--- config.mk ---
export PLATFORM = sky130hd
export DESIGN_NAME = serial_demux_ctrl
export DESIGN_NICKNAME = d
export VERILOG_FILES = /design/src/rtl/serial_demux_pkg.sv /design/src/rtl/serial_demux_ctrl_shreg.sv /design/src/rtl/serial_demux_ctrl.sv
export SDC_FILE = /design/constraint.sdc
export NUM_CORES = 1
export LEC_CHECK = 0
export ABC_AREA = 1
export ABC_CLOCK_PERIOD_IN_PS = 1400
export CORE_MARGIN = 2
export CORE_UTILIZATION = 45
export DETAILED_ROUTE_END_ITERATION = 10
export HOLD_SLACK_MARGIN = 0.03
export PLACE_DENSITY = 0.69
export SYNTH_ARGS = -nofsm -noshare
export SYNTH_HDL_FRONTEND = slang
export SYNTH_SLANG_ARGS = --single-unit
export TNS_END_PERCENT = 100
--- constraint.sdc ---
create_clock -name clk -period 1.4 [get_ports clk]
set_input_delay 0.28 -clock clk [delete_from_list [all_inputs] [get_ports clk]]
set_output_delay 0.28 -clock clk [all_outputs]
set_load 0.01 [all_outputs]
--- src/rtl/serial_demux_pkg.sv ---
// -----------------------------------------------------------------------------
// serial_demux_pkg
// Shared definitions for the serial frame receiver / port demultiplexer.
//   state_t   : receiver FSM state encoding
//   FRAME_OVH : non-payload bits per frame (start + stop, plus parity when
//               FRAME_PARITY_EN is defined)
// Optional feature macro: FRAME_PARITY_EN
// -----------------------------------------------------------------------------
package serial_demux_pkg;

`ifdef FRAME_PARITY_EN
    localparam int FRAME_OVH = 3;
`else
    localparam int FRAME_OVH = 2;
`endif

    typedef enum logic [2:0] {
        IDLE    = 3'd0,
        ADDR    = 3'd1,
        DATA    = 3'd2,
        STOP    = 3'd3,
        WAIT_HI = 3'd4
`ifdef FRAME_PARITY_EN
        ,
        PAR     = 3'd5
`endif
    } state_t;

endpackage

--- src/rtl/serial_demux_ctrl_shreg.sv ---
// -----------------------------------------------------------------------------
// serial_shreg
// MSB-first shift register: each enabled cycle the register moves one place
// towards the MSB and din enters at bit 0, so after W shifts the first bit
// received sits in the MSB.
// Ports:
//   clk, rst  : clock, asynchronous active-high reset
//   clr       : synchronous clear (wins over shift_en)
//   shift_en  : shift din in this cycle
//   din       : serial input bit
//   q         : parallel contents
// -----------------------------------------------------------------------------
module serial_shreg #(
    parameter int W = 8
) (
    input  logic         clk,
    input  logic         rst,
    input  logic         clr,
    input  logic         shift_en,
    input  logic         din,
    output logic [W-1:0] q
);

    logic [W-1:0] next_q_s;

    // A one-bit register has no upper bits to carry along.
    generate
        if (W == 1) begin : g_w1
            assign next_q_s = din;
        end else begin : g_wn
            assign next_q_s = {q[W-2:0], din};
        end
    endgenerate

    // Shift register storage.
    always_ff @(posedge clk or posedge rst) begin
        if (rst) begin
            q <= {W{1'b0}};
        end else if (clr) begin
            q <= {W{1'b0}};
        end else if (shift_en) begin
            q <= next_q_s;
        end else begin
            q <= q;
        end
    end

endmodule

--- src/rtl/serial_demux_ctrl.sv ---
// -----------------------------------------------------------------------------
// serial_demux_ctrl
// Receives frames on an idle-high serial line, MSB first:
//   start(0), ADDR_W address bits, DATA_W data bits, [even parity], stop(1)
// and on a good frame loads addr/data and pulses port_valid[addr] for one cycle.
// A bad frame pulses frame_err and leaves addr/data untouched. After a low
// stop bit the receiver waits for the line to return high before re-arming.
// Optional feature macro: FRAME_PARITY_EN (adds one even-parity bit).
// Ports:
//   clk, rst     : clock, asynchronous active-high reset
//   serial_in    : serial line, one bit per clock
//   serial_out   : serial_in delayed by one cycle
//   port_enable  : high while address bits are captured
//   smbs_enable  : high while data bits are captured
//   busy         : high whenever the receiver is not idle
//   addr, data   : fields of the last good frame
//   port_valid   : one-hot, one-cycle good-frame strobe
//   frame_err    : one-cycle bad-frame strobe
// -----------------------------------------------------------------------------
module serial_demux_ctrl
    import serial_demux_pkg::*;
#(
    parameter int ADDR_W = 2,
    parameter int DATA_W = 8,
    localparam int NPORTS = 2 ** ADDR_W
) (
    input  logic              clk,
    input  logic              rst,
    input  logic              serial_in,
    output logic              serial_out,
    output logic              port_enable,
    output logic              smbs_enable,
    output logic              busy,
    output logic [ADDR_W-1:0] addr,
    output logic [DATA_W-1:0] data,
    output logic [NPORTS-1:0] port_valid,
    output logic              frame_err
);

    localparam int MAX_W = (ADDR_W > DATA_W) ? ADDR_W : DATA_W;
    localparam int CNT_W = $clog2(MAX_W + 1);
    localparam logic [CNT_W-1:0]  CNT_ZERO  = CNT_W'(0);
    localparam logic [CNT_W-1:0]  CNT_ONE   = CNT_W'(1);
    localparam logic [CNT_W-1:0]  ADDR_LAST = CNT_W'(ADDR_W - 1);
    localparam logic [CNT_W-1:0]  DATA_LAST = CNT_W'(DATA_W - 1);
    localparam logic [NPORTS-1:0] PV_ONE    = NPORTS'(1);

    state_t             state_r;
    state_t             next_state_s;
    logic [CNT_W-1:0]   cnt_r;
    logic [CNT_W-1:0]   cnt_next_s;
    logic               sh_clr_s;
    logic               addr_shift_s;
    logic               data_shift_s;
    logic               load_s;
    logic               err_s;
    logic               par_err_s;
    logic [ADDR_W-1:0]  addr_sh_s;
    logic [DATA_W-1:0]  data_sh_s;

    serial_shreg #(.W(ADDR_W)) u_addr_shreg (
        .clk      (clk),
        .rst      (rst),
        .clr      (sh_clr_s),
        .shift_en (addr_shift_s),
        .din      (serial_in),
        .q        (addr_sh_s)
    );

    serial_shreg #(.W(DATA_W)) u_data_shreg (
        .clk      (clk),
        .rst      (rst),
        .clr      (sh_clr_s),
        .shift_en (data_shift_s),
        .din      (serial_in),
        .q        (data_sh_s)
    );

`ifdef FRAME_PARITY_EN
    logic par_chk_s;
    logic par_err_r;

    // Even parity: the ones over address, data and parity bit must be even.
    function automatic logic parity_mismatch(input logic [ADDR_W-1:0] a,
                                             input logic [DATA_W-1:0] d,
                                             input logic p);
        return ^{a, d, p};
    endfunction

    // Latch the parity verdict at the parity bit; re-armed at each start bit.
    always_ff @(posedge clk or posedge rst) begin
        if (rst) begin
            par_err_r <= 1'b0;
        end else if (sh_clr_s) begin
            par_err_r <= 1'b0;
        end else if (par_chk_s) begin
            par_err_r <= parity_mismatch(addr_sh_s, data_sh_s, serial_in);
        end else begin
            par_err_r <= par_err_r;
        end
    end

    assign par_err_s = par_err_r;
`else
    assign par_err_s = 1'b0;
`endif

    // FSM state and bit counter registers.
    always_ff @(posedge clk or posedge rst) begin
        if (rst) begin
            state_r <= IDLE;
            cnt_r   <= CNT_ZERO;
        end else begin
            state_r <= next_state_s;
            cnt_r   <= cnt_next_s;
        end
    end

    // Next-state logic and per-cycle datapath strobes.
    always_comb begin
        next_state_s = state_r;
        cnt_next_s   = cnt_r;
        sh_clr_s     = 1'b0;
        addr_shift_s = 1'b0;
        data_shift_s = 1'b0;
        load_s       = 1'b0;
        err_s        = 1'b0;
`ifdef FRAME_PARITY_EN
        par_chk_s    = 1'b0;
`endif
        case (state_r)
            IDLE: begin
                if (serial_in == 1'b0) begin
                    next_state_s = ADDR;
                    cnt_next_s   = CNT_ZERO;
                    sh_clr_s     = 1'b1;
                end else begin
                    next_state_s = IDLE;
                end
            end
            ADDR: begin
                addr_shift_s = 1'b1;
                if (cnt_r == ADDR_LAST) begin
                    next_state_s = DATA;
                    cnt_next_s   = CNT_ZERO;
                end else begin
                    cnt_next_s   = cnt_r + CNT_ONE;
                end
            end
            DATA: begin
                data_shift_s = 1'b1;
                if (cnt_r == DATA_LAST) begin
`ifdef FRAME_PARITY_EN
                    next_state_s = PAR;
`else
                    next_state_s = STOP;
`endif
                    cnt_next_s   = CNT_ZERO;
                end else begin
                    cnt_next_s   = cnt_r + CNT_ONE;
                end
            end
`ifdef FRAME_PARITY_EN
            PAR: begin
                par_chk_s    = 1'b1;
                next_state_s = STOP;
                cnt_next_s   = CNT_ZERO;
            end
`endif
            STOP: begin
                cnt_next_s = CNT_ZERO;
                if (serial_in && !par_err_s) begin
                    load_s = 1'b1;
                end else begin
                    err_s  = 1'b1;
                end
                // A low stop bit must not be mistaken for the next start bit.
                if (serial_in) begin
                    next_state_s = IDLE;
                end else begin
                    next_state_s = WAIT_HI;
                end
            end
            WAIT_HI: begin
                if (serial_in) begin
                    next_state_s = IDLE;
                end else begin
                    next_state_s = WAIT_HI;
                end
            end
            default: begin
                next_state_s = IDLE;
                cnt_next_s   = CNT_ZERO;
            end
        endcase
    end

    // Output registers; enables are registered copies of the next-state
    // decode so they line up exactly with the state they describe.
    always_ff @(posedge clk or posedge rst) begin
        if (rst) begin
            serial_out  <= 1'b1;
            port_enable <= 1'b0;
            smbs_enable <= 1'b0;
            busy        <= 1'b0;
            addr        <= {ADDR_W{1'b0}};
            data        <= {DATA_W{1'b0}};
            port_valid  <= {NPORTS{1'b0}};
            frame_err   <= 1'b0;
        end else begin
            serial_out  <= serial_in;
            port_enable <= (next_state_s == ADDR);
            smbs_enable <= (next_state_s == DATA);
            busy        <= (next_state_s != IDLE);
            frame_err   <= err_s;
            if (load_s) begin
                addr       <= addr_sh_s;
                data       <= data_sh_s;
                port_valid <= PV_ONE << addr_sh_s;
            end else begin
                addr       <= addr;
                data       <= data;
                port_valid <= {NPORTS{1'b0}};
            end
        end
    end

endmodule

* Word level (Yosys, flattened, before mapping) *
Cells that the tools add are included.

storage, ports and cells
  bits in registers = 36
  input port bits = 3
  output and inout bits = 19
  word-level logic and storage cells = 51

operators by class
  add/sub/neg operators = 1
  eq/ne operators = 9
  shift-type cells = 1
  multiplexer cells = 21
  bitwise logic cells = 1
  reduce and logical (&&, ||, !) cells = 6

operators by type and width
  cell                                                                    count
  4-bit 2-to-1 mux                                                        4
  8-bit 2-to-1 mux                                                        2
  4-bit case mux with 4 select lines                                      1
  3-bit case mux with 4 select lines                                      1
  3-bit by 2-bit equality test with 1-bit output (second input constant)  3
  3-bit 2-to-1 mux                                                        3
  1-bit 2-to-1 mux                                                        8
  3-bit by 1-bit equality test with 1-bit output (second input constant)  2
  4-bit by 1-bit adder with 4-bit output (second input constant)          1
  4-bit by 1-bit equality test with 1-bit output (second input constant)  1
  4-bit by 3-bit equality test with 1-bit output (second input constant)  1
  2-bit 2-to-1 mux                                                        2
  2-bit nonzero test                                                      2
  1-bit by 2-bit << shifter with 4-bit output (first input constant)      1
  3-bit equality test (second input constant)                             1
  3-bit logical NOT                                                       1
  3-bit nonzero test                                                      1
  2-bit != test (second input constant)                                   1
  2-bit AND reduction                                                     1
  2-bit OR reduction                                                      1
  1-bit NOT                                                               1

* Logic depth before layout (Yosys ltp) *
  depth in word-level cells = 4
  depth in mapped cells = 8
  gate-level depth less buffers = 8

* Modules after synthesis *
From an unflattened synthesis, not the netlist that was laid out.

second synthesis, totals
  cell total of the unflattened synthesis = 177
  area total of the unflattened synthesis = 1,549.0 um^2

modules (own cells, without submodules)
  module                        times used  cells each  area an instance (um^2)  sequential area each (um^2)
  serial_demux_ctrl             1           130         1,121.1                  651.9
  serial_shreg at u_data_shreg  1           36          339.1                    200.2
  serial_shreg at u_addr_shreg  1           11          88.8                     50.0

* Worst setup path after synthesis *
Ideal clock, no wire load.

  path type = register to register
  start = reg state_r[2]
  end = reg u_data_shreg.q[1]
  setup time = 0.131 ns
  data arrival time = 0.989 ns
  data required time = 1.269 ns
  slack = 0.280 ns
  stages on the path, launching flop included = 7
  path buffers = 0
  period minus slack after synthesis = 1.120 ns
  path through = dfrtp_1 > nor2_1 > nand2_2 > nand2_2 > inv_2 > nand2_1 > o21ai_0

between the ends
  word-level cells in the longest chain between the ends = 3
  elaborated cells between the ends (all ways) = 6
  those cells by class = eq/ne: 1; mux: 3; reduce/logical: 2

ends and longest elaborated chain
  what                                                                                        RTL line                       source
  from (decl)                                                                                 serial_demux_ctrl.sv:48        state_t state_r;
  from (signal assigned)                                                                      serial_demux_ctrl.sv:114       state_r <= next_state_s;
  3-bit by 2-bit equality test with 1-bit output / 3-bit logical NOT (equally long branches)  serial_demux_ctrl.sv:131       case (state_r)
  1-bit 2-to-1 mux                                                                            serial_demux_ctrl.sv:131
  2-bit nonzero test (no source line) / 8-bit 2-to-1 mux (equally long branches)              -
  to (signal assigned)                                                                        serial_demux_ctrl_shreg.sv:40  q <= {W{1'b0}};
  to (signal assigned)                                                                        serial_demux_ctrl_shreg.sv:42  q <= next_q_s;
  to (signal assigned)                                                                        serial_demux_ctrl_shreg.sv:44  q <= q;
  to (decl)                                                                                   serial_demux_ctrl_shreg.sv:21  output logic [W-1:0] q

Several ways; a longest one is shown, not always the timed one.
A chain may end at the register's enable or synchronous reset.

* Worst setup path after layout *
  start = reg data[1]
  end = out data[1]

RTL lines
  what                    RTL line                  source
  from (decl)             serial_demux_ctrl.sv:35   output logic [DATA_W-1:0] data,
  from (signal assigned)  serial_demux_ctrl.sv:207  data <= {DATA_W{1'b0}};
  from (signal assigned)  serial_demux_ctrl.sv:218  data <= data_sh_s;
  from (signal assigned)  serial_demux_ctrl.sv:222  data <= data;

No word-level cell between the ends.

==> summary.md <==
| Metric | Value |
|---|---|
| Global-route wire length before repair | `4750 µm` |
| I/O Pins | `22` |
| Endpoint kind of the worst setup timing path | `output pin` |
| Number of fillers in the final layout | `301` |
| Unrepaired setup endpoints after global routing | `false` |
| Gate family responsible for the most delay along the worst path | `flip-flops` |
| Delay of the slowest critical-path stage | `0.40 ns` |
| Levels on crit path | `1` |
| Syn-to-layout area delta | `24.2%` |
| Number of DRC markers in iteration 0 | `45` |
| Clock tree skew after final layout | `0.00597 ns` |
| Total leakage power | `0.00102 µW` |
| Routed via count divided by cell count | `4.78` |
| Routed wire length per instance | `11.8 µm` |
| Die height | `61.4 µm` |
| Overall track demand over capacity in global routing | `17.9%` |
| Total negative slack for setup checks | `0 ns` |
| Xor/xnor share of the synthesized area | `0.590%` |
| Met1 layer usage reported by global route | `20.2%` |
| Worst-Skew Late Latency | `0.34 ns` |
| H-tree depth | `2` |
| Buffer and inverter count on the worst path | `1` |
| Start of the worst register-to-register path | `state_r[2]$_DFF_PP0_` |
| Share of the yosys chip area belonging to registers | `60.8%` |
| Critical-path cell list | `dlygate4sd2_1` |
| Register area | `902 µm²` |
| Highest fanout seen on the critical path | `2` |
| Buffer type at the clock tree root | `clkbuf_4` |
| Highest ir drop seen on vdd | `911 µV` |
| Sum of net half-perimeters after detailed placement | `1930 µm` |
| Fraction of met2 tracks used by global routing | `29.8%` |
| Clock buffer count from CTS | `5` |
| Mapped Cells | `158` |
| Simple-gate area share of the yosys netlist | `24.7%` |
| Startpoint type of the worst setup path | `flip-flop` |
| Pin count of the biggest net entering global routing | `37` |
| Min Hold Slack | `0.269 ns` |
| Compound-cell area share of the yosys netlist | `6.16%` |
| Most crowded layer after global routing | `met2` |
| Antenna violations before repair | `0` |
| Post-detailed-route DRC marker count | `0` |
| Area of the multi-input gates | `494 µm²` |
| Count of final max-slew check failures | `0` |
| Period utilization | `93.1%` |
| Classification of the worst setup path | `flip-flop to output pin` |
| Number of library cell types mapped by synthesis | `20` |
| Outcome | `completed` |
| Post CTS Setup Buffer Count | `0` |
| Routability cong. | `0.882` |
| Synthesized-area fraction occupied by adder cells | `1.69%` |
| Ratio of cells with drive above 1 in the final layout | `15.7%` |
| Average size of a mapped cell | `9.39 µm²` |
| Number of storage elements in the synthesis netlist | `36` |
| Clock period minus worst slack | `1.30 ns` |
| Worst-path clk slew | `0.11 ns` |
| Sinks on Clock Net | `36` |
| Grt ovf | `0` |
| Data arrival time at the worst-slack endpoint | `1.02 ns` |
| Critical register-to-register path endpoint | `port_valid[3]$_DFF_PP0_` |
| Number of warnings issued by yosys | `0` |
| Antenna-violating nets left | `0` |
| Die span in x | `61.4 µm` |
| Length of the first detailed-routing pass in iterations | `4` |
| Core region area | `3100 µm²` |
| Placement row count | `20` |
| Number of nets in the final layout | `195` |
| Proportion of synthesized area in mux cells | `0%` |
| Register-to-Register Path Depth | `7` |
| Antenna diodes | `0` |
| Dominant combinational cell family by area after synthesis | `simple AND/OR/NAND/NOR gates` |
| Synthesized netlist net count | `163` |
| Met3 track demand over resource | `6.09%` |
| CP endpoint | `data[1]` |
| Path class of the lowest-slack min-delay path | `input pin to asynchronous set/reset pin` |
| Wirelength, routed | `2770 µm` |
| R2r setup slk | `0.14 ns` |
| Power density of the placed cells | `1860 nW/µm²` |
| Vias | `1124` |
| Worst EP required | `1.12 ns` |
| Setup Viol. Count Final | `0` |
| Cell at the slowest stage of the critical path | `dfrtp_1` |
| Worst max-slew margin expressed relative to the limit | `79.8%` |
| Vias in the first global route | `1156` |
| Max Cap Violations | `0` |
| Worst slew pin tran | `0.302 ns` |
| Highest clock rate | `0.767 GHz` |
| Die area | `3770 µm²` |
| Beginning of the critical path | `data[1]$_DFFE_PP0P_` |
| Netlist area before placement | `1480 µm²` |
| Initial Util | `47.8%` |
| Buffer levels on the longest clock path | `2` |
| # port buffers | `21` |
| TritonCTS clock tree | `yes` |
| Final Hold Violating Endpoints | `0` |
[Yosys cell counts]
| master | number | area (µm²) |
|---|---|---|
| nand3_1 | 11 | 55.1 |
| a22oi_1 | 1 | 7.51 |
| dfstp_2 | 1 | 26.3 |
| o21ai_2 | 2 | 17.5 |
| nand2_4 | 2 | 22.5 |
| nor2_1 | 12 | 45.0 |
| nor3_2 | 2 | 20.0 |
| xor2_1 | 1 | 8.76 |
| inv_1 | 17 | 63.8 |
| o22ai_1 | 1 | 6.26 |
| nor2_4 | 2 | 22.5 |
| nand2_1 | 49 | 184 |
| nand2_2 | 2 | 12.5 |
| a21oi_1 | 1 | 5.00 |
| buf_6 | 1 | 11.3 |
| nor3_1 | 1 | 5.00 |
| inv_2 | 4 | 15.0 |
| o21ai_0 | 11 | 55.1 |
| dfrtp_1 | 35 | 876 |
| ha_1 | 2 | 25.0 |
[state kept, by name, summed over array words and instances (netlist names)]
register        count
addr                2
busy                1
cnt_r               4
data                8
frame_err           1
port_enable         1
port_valid          4
serial_out          1
smbs_enable         1
state_r             3
u_addr_shreg.q      2
u_data_shreg.q      8
[cell type report]
class | count | area share (%)
sequential | 36 | 48.9
multi-input combinational | 100 | 26.8
timing repair buffer | 26 | 12.6
inverter | 21 | 4.28
tap | 44 | 2.99
clock inverter | 3 | 2.31
clock buffer | 5 | 2.04
[power by group]
part / internal, µW / total, µW / switching, µW
sequential: 1330 / 1540 / 206
clock: 372 / 719 / 347
combinational: 461 / 1170 / 711
[tightest hold or removal path, delay by kind of cell]
kind	cells	cell delay [ns]
buffers and inverters	3	0.70
[cell usage in the layout, fill, tap and decap left out, drive strengths merged]
cell type      instances
clkdlybuf4s50          2
nor3                   3
a21oi                  1
nand2                 53
inv                   21
dfstp                  1
clkbuf                 6
buf                    5
dlygate4sd2           18
o21ai                 13
clkinvlp               1
bufinv                 1
nor2                  14
clkinv                 1
xor2                   1
dfrtp                 35
nand3                 11
a22oi                  1
o22ai                  1
ha                     2
[through the flow]
| step | total power [µW] | util (%) | area, µm² | setup slack (ns) | std cells |
|---|---|---|---|---|---|
| 6_report | 3430 | 59.4 | 1840 | 0.0960 | 235 |
| 5_1_grt | 3680 | 59.4 | 1840 | 0.0114 | 235 |
| 4_1_cts | 3450 | 59.5 | 1850 | 0.0178 | 235 |
| 3_5_place_dp | 2870 | 57.6 | 1790 | -0.0883 | 227 |
| 3_3_place_gp | 2830 | 57.6 | 1790 | -0.0677 | 227 |
| 2_1_floorplan | 2270 | - | 1480 | 0.280 | 158 |
[metal layers]
layer / routed length (µm) / part of all wire, %
met1: 1210 / 44
met3: 146 / 5.3
met5: 0 / 0
met2: 1360 / 49
met4: 61 / 2.2
[how the worst min path moves through the flow]
stage / from / to / slack (ns) / depth (start not counted)
3_5_place_dp: u_data_shreg.q[2]$_DFFE_PP0P_ / data[2]$_DFFE_PP0P_ / 0.47 / 2
6_report: rst / data[3]$_DFFE_PP0P_ / 0.27 / 3
5_1_grt: rst / data[3]$_DFFE_PP0P_ / 0.29 / 3
2_1_floorplan: serial_in / serial_out$_DFF_PP1_ / 0.28 / 0
3_3_place_gp: addr[1]$_DFFE_PP0P_ / addr[1]$_DFFE_PP0P_ / 0.47 / 2
4_1_cts: rst / addr[1]$_DFFE_PP0P_ / 0.28 / 3
[cell families (layout without fill, tap and decap cells)]
family | Yosys count | in the layout
xor+xnor | 1 | 1
fa+ha+maj | 2 | 2
buf+inv | 22 | 55
compound gates | 16 | 16
simple gates | 81 | 81
flops | 36 | 36
[repair_timing]
item	4_1_cts	5_1_grt
endpoints found under the setup margin	19	2
resized for setup	20	2
hold buffers	0	0
No activity file was read; power rests on OpenSTA's default activity.
